<file path="src/rtl/serial_adder_pkg.sv">
// Shared types and defaults for the bit-serial adder controller.
package serial_adder_pkg;

  // Controller phases: waiting for work, shifting bits, presenting result.
  typedef enum logic [1:0] {
    IDLE = 2'd0,
    RUN  = 2'd1,
    DONE = 2'd2
  } state_e;

  // Operand width used when the instantiating level does not override it.
  localparam int DEFAULT_WIDTH = 8;

endpackage : serial_adder_pkg

</file>
<file path="src/rtl/serial_adder_if.sv">
// Start/ready operand bus and result bus of the serial adder controller.
interface serial_adder_if
  import serial_adder_pkg::*;
#(
  parameter int WIDTH = DEFAULT_WIDTH
);

  logic             start;
  logic [WIDTH-1:0] a;
  logic [WIDTH-1:0] b;
  logic             cin;
  logic             ready;
  logic             busy;
  logic             done;
  logic [WIDTH-1:0] sum;
  logic             cout;
  logic             ovf;

  // Requester side: issues operands, observes status and results.
  modport master (
    output start, a, b, cin,
    input  ready, busy, done, sum, cout, ovf
  );

  // Adder side: consumes operands, produces status and results.
  modport slave (
    input  start, a, b, cin,
    output ready, busy, done, sum, cout, ovf
  );

endinterface : serial_adder_if

</file>
<file path="src/rtl/full_adder_df.sv">
// Dataflow one-bit full adder cell, time-shared by the serial controller.
module full_adder_df (
  input  logic a_i,
  input  logic b_i,
  input  logic c_i,
  output logic s_o,
  output logic c_o
);

  assign s_o = a_i ^ b_i ^ c_i;
  assign c_o = (a_i & b_i) | (c_i & (a_i ^ b_i));

endmodule : full_adder_df

</file>
<file path="src/rtl/serial_adder_ctrl.sv">
// Bit-serial adder: one full-adder cell walks a WIDTH-bit operand pair,
// LSB first, one bit per clock, then reports sum, carry-out and overflow.
module serial_adder_ctrl
  import serial_adder_pkg::*;
#(
  parameter int WIDTH = DEFAULT_WIDTH
) (
  input  logic          clk,
  input  logic          rst,
  serial_adder_if.slave bus
);

  localparam int                CNT_W    = $clog2(WIDTH + 1);
  localparam logic [CNT_W-1:0]  CNT_LAST = CNT_W'(WIDTH - 1);

  localparam logic [1:0] S_IDLE = IDLE;
  localparam logic [1:0] S_RUN  = RUN;
  localparam logic [1:0] S_DONE = DONE;

  logic [1:0]       state_q,  state_d;
  logic [WIDTH-1:0] a_sh_q,   a_sh_d;
  logic [WIDTH-1:0] b_sh_q,   b_sh_d;
  logic [WIDTH-1:0] sum_q,    sum_d;
  logic [CNT_W-1:0] cnt_q,    cnt_d;
  logic             carry_q,  carry_d;
  logic             cout_q,   cout_d;
  logic             ovf_q,    ovf_d;

  logic             fa_s;
  logic             fa_co;

  full_adder_df u_fa (
    .a_i (a_sh_q[0]),
    .b_i (b_sh_q[0]),
    .c_i (carry_q),
    .s_o (fa_s),
    .c_o (fa_co)
  );

  // Next-state: load on accepted start, shift-and-add in RUN, hold otherwise.
  always_comb begin
    state_d = state_q;
    a_sh_d  = a_sh_q;
    b_sh_d  = b_sh_q;
    sum_d   = sum_q;
    cnt_d   = cnt_q;
    carry_d = carry_q;
    cout_d  = cout_q;
    ovf_d   = ovf_q;

    case (state_q)
      S_IDLE, S_DONE: begin
        if (bus.start) begin
          a_sh_d  = bus.a;
          b_sh_d  = bus.b;
          carry_d = bus.cin;
          cnt_d   = '0;
          sum_d   = '0;
          cout_d  = 1'b0;
          ovf_d   = 1'b0;
          state_d = S_RUN;
        end else begin
          state_d = S_IDLE;
        end
      end

      S_RUN: begin
        a_sh_d           = a_sh_q >> 1;
        b_sh_d           = b_sh_q >> 1;
        sum_d            = sum_q >> 1;
        sum_d[WIDTH-1]   = fa_s;
        carry_d          = fa_co;
        cnt_d            = cnt_q + CNT_W'(1);
        if (cnt_q == CNT_LAST) begin
          // carry_q is the carry into the MSB on this final bit.
          cout_d  = fa_co;
          ovf_d   = carry_q ^ fa_co;
          state_d = S_DONE;
        end else begin
          state_d = S_RUN;
        end
      end

      default: begin
        state_d = S_IDLE;
      end
    endcase
  end

  // State and datapath registers with synchronous reset; reset aborts any RUN.
  always_ff @(posedge clk) begin
    if (rst) begin
      state_q <= S_IDLE;
      a_sh_q  <= '0;
      b_sh_q  <= '0;
      sum_q   <= '0;
      cnt_q   <= '0;
      carry_q <= 1'b0;
      cout_q  <= 1'b0;
      ovf_q   <= 1'b0;
    end else begin
      state_q <= state_d;
      a_sh_q  <= a_sh_d;
      b_sh_q  <= b_sh_d;
      sum_q   <= sum_d;
      cnt_q   <= cnt_d;
      carry_q <= carry_d;
      cout_q  <= cout_d;
      ovf_q   <= ovf_d;
    end
  end

  // Status is decoded from state only; results come straight from registers.
  assign bus.ready = (state_q == S_IDLE) || (state_q == S_DONE);
  assign bus.busy  = (state_q == S_RUN);
  assign bus.done  = (state_q == S_DONE);
  assign bus.sum   = sum_q;
  assign bus.cout  = cout_q;
  assign bus.ovf   = ovf_q;

endmodule : serial_adder_ctrl

</file>
<file path="src/flat_wrapper.sv">
// flat-port wrapper written by rule: the top's interface ports become plain ports
module serial_adder_ctrl_flat import serial_adder_pkg::*;
#(
  parameter int WIDTH = DEFAULT_WIDTH
)
  (clk, rst, bus_start, bus_a, bus_b, bus_cin, bus_ready, bus_busy, bus_done, bus_sum, bus_cout, bus_ovf);
  serial_adder_if #(.WIDTH(WIDTH)) bus_i ();
  input  logic clk;
  input  logic rst;
  input wire logic [$bits(bus_i.start)-1:0] bus_start;
  input wire logic [$bits(bus_i.a)-1:0] bus_a;
  input wire logic [$bits(bus_i.b)-1:0] bus_b;
  input wire logic [$bits(bus_i.cin)-1:0] bus_cin;
  output wire logic [$bits(bus_i.ready)-1:0] bus_ready;
  output wire logic [$bits(bus_i.busy)-1:0] bus_busy;
  output wire logic [$bits(bus_i.done)-1:0] bus_done;
  output wire logic [$bits(bus_i.sum)-1:0] bus_sum;
  output wire logic [$bits(bus_i.cout)-1:0] bus_cout;
  output wire logic [$bits(bus_i.ovf)-1:0] bus_ovf;
  assign bus_i.start = bus_start;
  assign bus_i.a = bus_a;
  assign bus_i.b = bus_b;
  assign bus_i.cin = bus_cin;
  assign bus_ready = bus_i.ready;
  assign bus_busy = bus_i.busy;
  assign bus_done = bus_i.done;
  assign bus_sum = bus_i.sum;
  assign bus_cout = bus_i.cout;
  assign bus_ovf = bus_i.ovf;
  serial_adder_ctrl #(.WIDTH(WIDTH)) u_core (.clk(clk), .rst(rst), .bus(bus_i));
endmodule
</file>
<file path="config.mk">
export PLATFORM = sky130hd
export DESIGN_NAME = serial_adder_ctrl_flat
export DESIGN_NICKNAME = d
export VERILOG_FILES = /design/src/rtl/serial_adder_pkg.sv /design/src/rtl/serial_adder_if.sv /design/src/rtl/full_adder_df.sv /design/src/rtl/serial_adder_ctrl.sv /design/src/flat_wrapper.sv
export SDC_FILE = /design/constraint.sdc
export NUM_CORES = 1
export LEC_CHECK = 0
export CORE_ASPECT_RATIO = 1.1
export CORE_UTILIZATION = 42
export CTS_CLUSTER_SIZE = 30
export DETAILED_ROUTE_END_ITERATION = 8
export GPL_ROUTABILITY_DRIVEN = 0
export MAX_ROUTING_LAYER = met4
export PLACE_DENSITY = 0.69
export SLEW_MARGIN = 20
export SYNTH_ARGS = -nofsm -noshare
export SYNTH_HDL_FRONTEND = slang
export SYNTH_HIERARCHICAL = 1
export SYNTH_SLANG_ARGS = --single-unit
</file>
<file path="constraint.sdc">
create_clock -name clk -period 4.4 [get_ports clk]
set_clock_uncertainty 0.1 [all_clocks]
set_input_delay 0.44 -clock clk [delete_from_list [all_inputs] [get_ports clk]]
set_output_delay 0.44 -clock clk [all_outputs]
set_load 0.02 [all_outputs]
</file>
# Word level (Yosys, flattened, before mapping)
# Index checks and enable logic that the tools add are counted.
# op_classes
add_sub_neg,1
eq_ne,5
muxes,18
bitwise_logic,6
n_reduce_logical,6
# ops
operator,n
$pmux 8 s2,3
$mux 8,3
$pmux 4 s2,1
$pmux 1 s2,3
$mux 1,5
$add 4x1->4 const B,1
$eq 4x3->1 const B,1
$mux 4,1
$pmux 2 s2,1
$reduce_and 3->1,1
$xor 1x1->1,3
$and 1x1->1,2
$eq 2x1->1 const B,1
$eq 2x2->1 const B,1
$logic_not 2->1,1
$mux 2,1
$ne 2x1->1 const B,1
$ne 2x2->1 const B,1
$reduce_and 2->1,1
$reduce_bool 2->1,1
$reduce_or 2->1,1
$logic_or 1x1->1,1
$or 1x1->1,1
# totals
regBits,33
output_inout_bits,13
wordCells,44

# Depth between registers and ports, before layout
# logic_depth
depth_word,6
ltp_mapped,7
ltp_nobuf,4

# Cells and area by module
# The synthesis kept the hierarchy.
# by_module_without_submodules
module,instances,cells_per_inst,area_each_um2
serial_adder_ctrl,1,158,1357.6
full_adder_df,1,1,20.0

# Least setup slack after synthesis
# Ideal clock, no wire load.
# synth_timing
path_kind,register to register
start,reg u_core.a_sh_q[0]
end,reg u_core.ovf_q (netlist: u_core/bus.ovf)
arrival_time_ps,1325
path_slack_ps,2901
stages_incl_launch_ff,5
path_buffers,0
period_less_slack_ps,1499
cell_sequence,dfxtp_1 > fa_1 > xnor2_1 > or3_1 > a31oi_1
# synth_between
elab_chain_len,6
# synth_rtl
element,line_no,rtl
start: declaration,serial_adder_ctrl.sv:21,"logic [WIDTH-1:0] a_sh_q, a_sh_d;"
start signal: assignment,serial_adder_ctrl.sv:103,a_sh_q <= a_sh_d;
$xor 1x1->1,full_adder_df.sv:11,assign c_o = (a_i & b_i) | (c_i & (a_i ^ b_i));
$and 1x1->1,full_adder_df.sv:11,
$or 1x1->1 (*),full_adder_df.sv:11,
via u_core.fa_co,serial_adder_ctrl.sv:30,logic fa_co;
$xor 1x1->1 (*),serial_adder_ctrl.sv:77,ovf_d = carry_q ^ fa_co;
$mux 1 (*),serial_adder_ctrl.sv:74,if (cnt_q == CNT_LAST) begin
$pmux 1 s2 (*),serial_adder_ctrl.sv:51,case (state_q)
end signal: assignment,serial_adder_ctrl.sv:109,ovf_q <= ovf_d;
end: declaration,serial_adder_ctrl.sv:27,"logic ovf_q, ovf_d;"
# The timed path passes the listed nets; every way through them passes the cells marked *. The select of a mux whose other input is x is not followed.
# A chain may end at the register's enable or synchronous reset.

# Final worst setup path
# layout_timing
start,reg u_core.state_q[0]
end,out bus_busy
# layout_between
elab_chain_len,1
# layout_rtl
element,line_no,rtl
start: declaration,serial_adder_ctrl.sv:20,"logic [1:0] state_q, state_d;"
start signal: assignment,serial_adder_ctrl.sv:102,state_q <= state_d;
$eq 2x1->1,serial_adder_ctrl.sv:115,assign bus.busy = (state_q == S_RUN);
end: declaration,flat_wrapper.sv:15,output wire logic [$bits(bus_i.busy)-1:0] bus_busy;
# No other way between the ends.

==> flow_metrics.tcl <==
set metrics [dict create \
    power_w 0.000634 \
    portBuffers 32 \
    drc 0 \
    cp-end-kind "output port" \
    finalSetupTns_ns 0 \
    hold_class "reg2reg" \
    area.growth.synth_to_final_pct 26.7 \
    grt_usage_pct 18.3 \
    hold_violations 0 \
    ys_top_cells_by_area "dfxtp_1 (48%), a21oi_1 (11%), nand3_1 (11%)" \
    final.fill_count 296 \
    cp_max_fo 32 \
    grt_max_degree 37 \
    clk_pin_slew_ns 0.10 \
    diodes 0 \
    die_w_microns 56.6 \
    cts_tree "yes" \
    post-synth-top-area-cell "dfxtp_1" \
    cts-root-buf "clkbuf_4" \
    synthFlopType "dfxtp_1" \
    ys_types 28 \
    first_iter_violations 37 \
    grt_pass1_vias 1044 \
    drive_gt1_share_pct 5.43 \
    syn_inst 159 \
    ir_worst_vdd_mv 0.239 \
    synth_top_area_share_pct 48.0 \
    maxCapViolations 0 \
    yosysMostFrequentCell "dfxtp_1" \
    fmax_ghz 0.403 \
    avgViaCountPerCell 5.65 \
    status "finished clean" \
    postCtsSetupBuffers 0 \
    cts.repair.resized 0 \
    fin_crit_ns 2.48 \
    worstPathArrival_ns 1.94 \
    synth_edf_count 0 \
    ys_seq_elements 33 \
    insertion_delay_ns 0.33 \
    finalCritPeriodShare_pct 56.4 \
    htreeDepth 2 \
    via_count 1231 \
    hpwl_mm 1.78 \
    yosysSeqAreaShare_pct 48.0 \
    first_pass_iters 4 \
    core-area_sq_um 3070 \
    fp.dieH_microns 62.1 \
    setup.worst_path.start_class "flop" \
    final_nets 205 \
    wl_per_cell_microns 13.2 \
    slew_headroom_pct 30.6 \
    setup_viol 0 \
    fp-row-count 21 \
    drtAntennaViolNets 0 \
    grt_setup_unrepaired "false" \
    ff2ff_setup_slack_ns 2.46 \
    worst_pin_slew_ns 1.04 \
    synthArstFlopShare_pct 0 \
    dp_cells 210 \
    path_class "reg2out" \
    p_leak_nw 0.602 \
    antenna_found_initial 0 \
    synth_commonest_cells "dfxtp_1 (33), a21oi_1 (29), nand3_1 (29)" \
    report.final.slew_viol_count 0 \
    instances_no_fill 218 \
    power_density_nw_per_um2 363 \
    syn_avg_cell_area_sq_um 8.66 \
    netlist_area_sq_um 1380 \
    grt_pass1_wl_mm 4.64 \
    start_util_pct 44.8 \
    gr-total-overflow 0 \
    cts.hold.buffers_added 0 \
    wl_mm 2.89 \
    numCtsBuffers 5 \
    io_pins 33 \
    ys_warn_count 6 \
    cts_max_path_buffers 2 \
    cp.required_ns 3.86 \
    dieArea_sq_um 3510 \
    syn_nets 181 \
    numClockSinks 33 \
]
-- layer usage --
layer / routed length (microns) / up-vias / part of all wire [%] / GRT usage, %
met1: 1280 / 571 / 44 / 21.9
met5: 0 / - / 0 / -
met3: 200 / 6 / 6.9 / 6.21
met2: 1370 / 37 / 47 / 28.6
li1: - / 617 / - / -
met4: 43 / 0 / 1.5 / 7.32
-- cells in the final DEF, fill, tap and decap left out, types with 2 or more instances in the layout --
cell and instances:
nand2b_1 4, dfxtp_1 33, and2b_1 2, a22oi_1 15
nor2_1 2, a21oi_1 29, clkdlybuf4s50_1 31, inv_1 2
clkbuf_4 5, nand3_1 29, nand2_1 12
-- cell families (layout without fill, tap and decap cells) --
kind of cell / count (synthesis) / in the layout / synth area share (%)
xor gates and xnor gates: 1 / 1 / 0.636
AOI/OAI and AO/OA: 47 / 47 / 20.4
adders and majority gates: 2 / 2 / 2.36
and+or+nand+nor: 56 / 56 / 21.0
DFF: 33 / 33 / 48.0
muxes: 1 / 1 / 0.817
buffers and inverters: 19 / 44 / 6.81
-- worst paths after layout --
| kind | startpoint | endpoint | depth (start not counted) |
|---|---|---|---|
| max | u_core/state_q[0] | bus_busy | 3 |
| min | u_core/bus.sum[0] | u_core/bus.sum[0] | 2 |
| max reg2reg | u_core/state_q[0] | u_core/cnt_q[2] | 3 |
| min reg2reg | u_core/bus.sum[0] | u_core/bus.sum[0] | 2 |
-- cell type report --
type | instances | area [sq um] | area share (%)
Inverter | 3 | 11.3 | 0.645
Clock buffer | 7 | 55.1 | 3.15
Sequential cell | 33 | 661 | 37.8
Clock inverter | 1 | 30.0 | 1.72
Timing Repair Buffer | 33 | 323 | 18.5
Multi-Input combinational cell | 107 | 623 | 35.7
Tap cell | 34 | 42.5 | 2.44
-- through the flow --
stage / cell area [sq um] / utilization, % / setup slack, ns / hold WS (ns)
2_1_floorplan: 1380 / - / 2.90 / 0.348
3_3_place_gp: 1670 / 54.2 / 1.93 / 0.355
3_5_place_dp: 1670 / 54.2 / 1.86 / 0.360
4_1_cts: 1750 / 56.9 / 1.91 / 0.374
5_1_grt: 1750 / 56.8 / 1.76 / 0.388
6_report: 1750 / 56.8 / 1.92 / 0.374
-- where the power goes --
group	switching [W]	leakage [nW]	internal [W]
Combinational	0.0000452	0.287	0.0000346
Sequential	0.00000846	0.269	0.000312
Clock	0.0000982	0.0455	0.000136
Total	0.000152	0.602	0.000482
-- worst max-delay path: stages (launching register included) --
cell and delay [ns]:
dfxtp_1 0.39, nand2b_1 0.10, inv_2 0.41, clkdlybuf4s50_1 0.71
-- registers in the layout, indices dropped and copies added, names as in the netlist --
| register | flops |
|---|---|
| u_core/b_sh_q | 8 |
| u_core/state_q | 2 |
| u_core/bus.sum | 8 |
| u_core/a_sh_q | 8 |
| u_core/cnt_q | 4 |
| u_core/bus.cout | 1 |
| u_core/bus.ovf | 1 |
| u_core/carry_q | 1 |
Note: power is estimated with default switching activity, not from simulation.
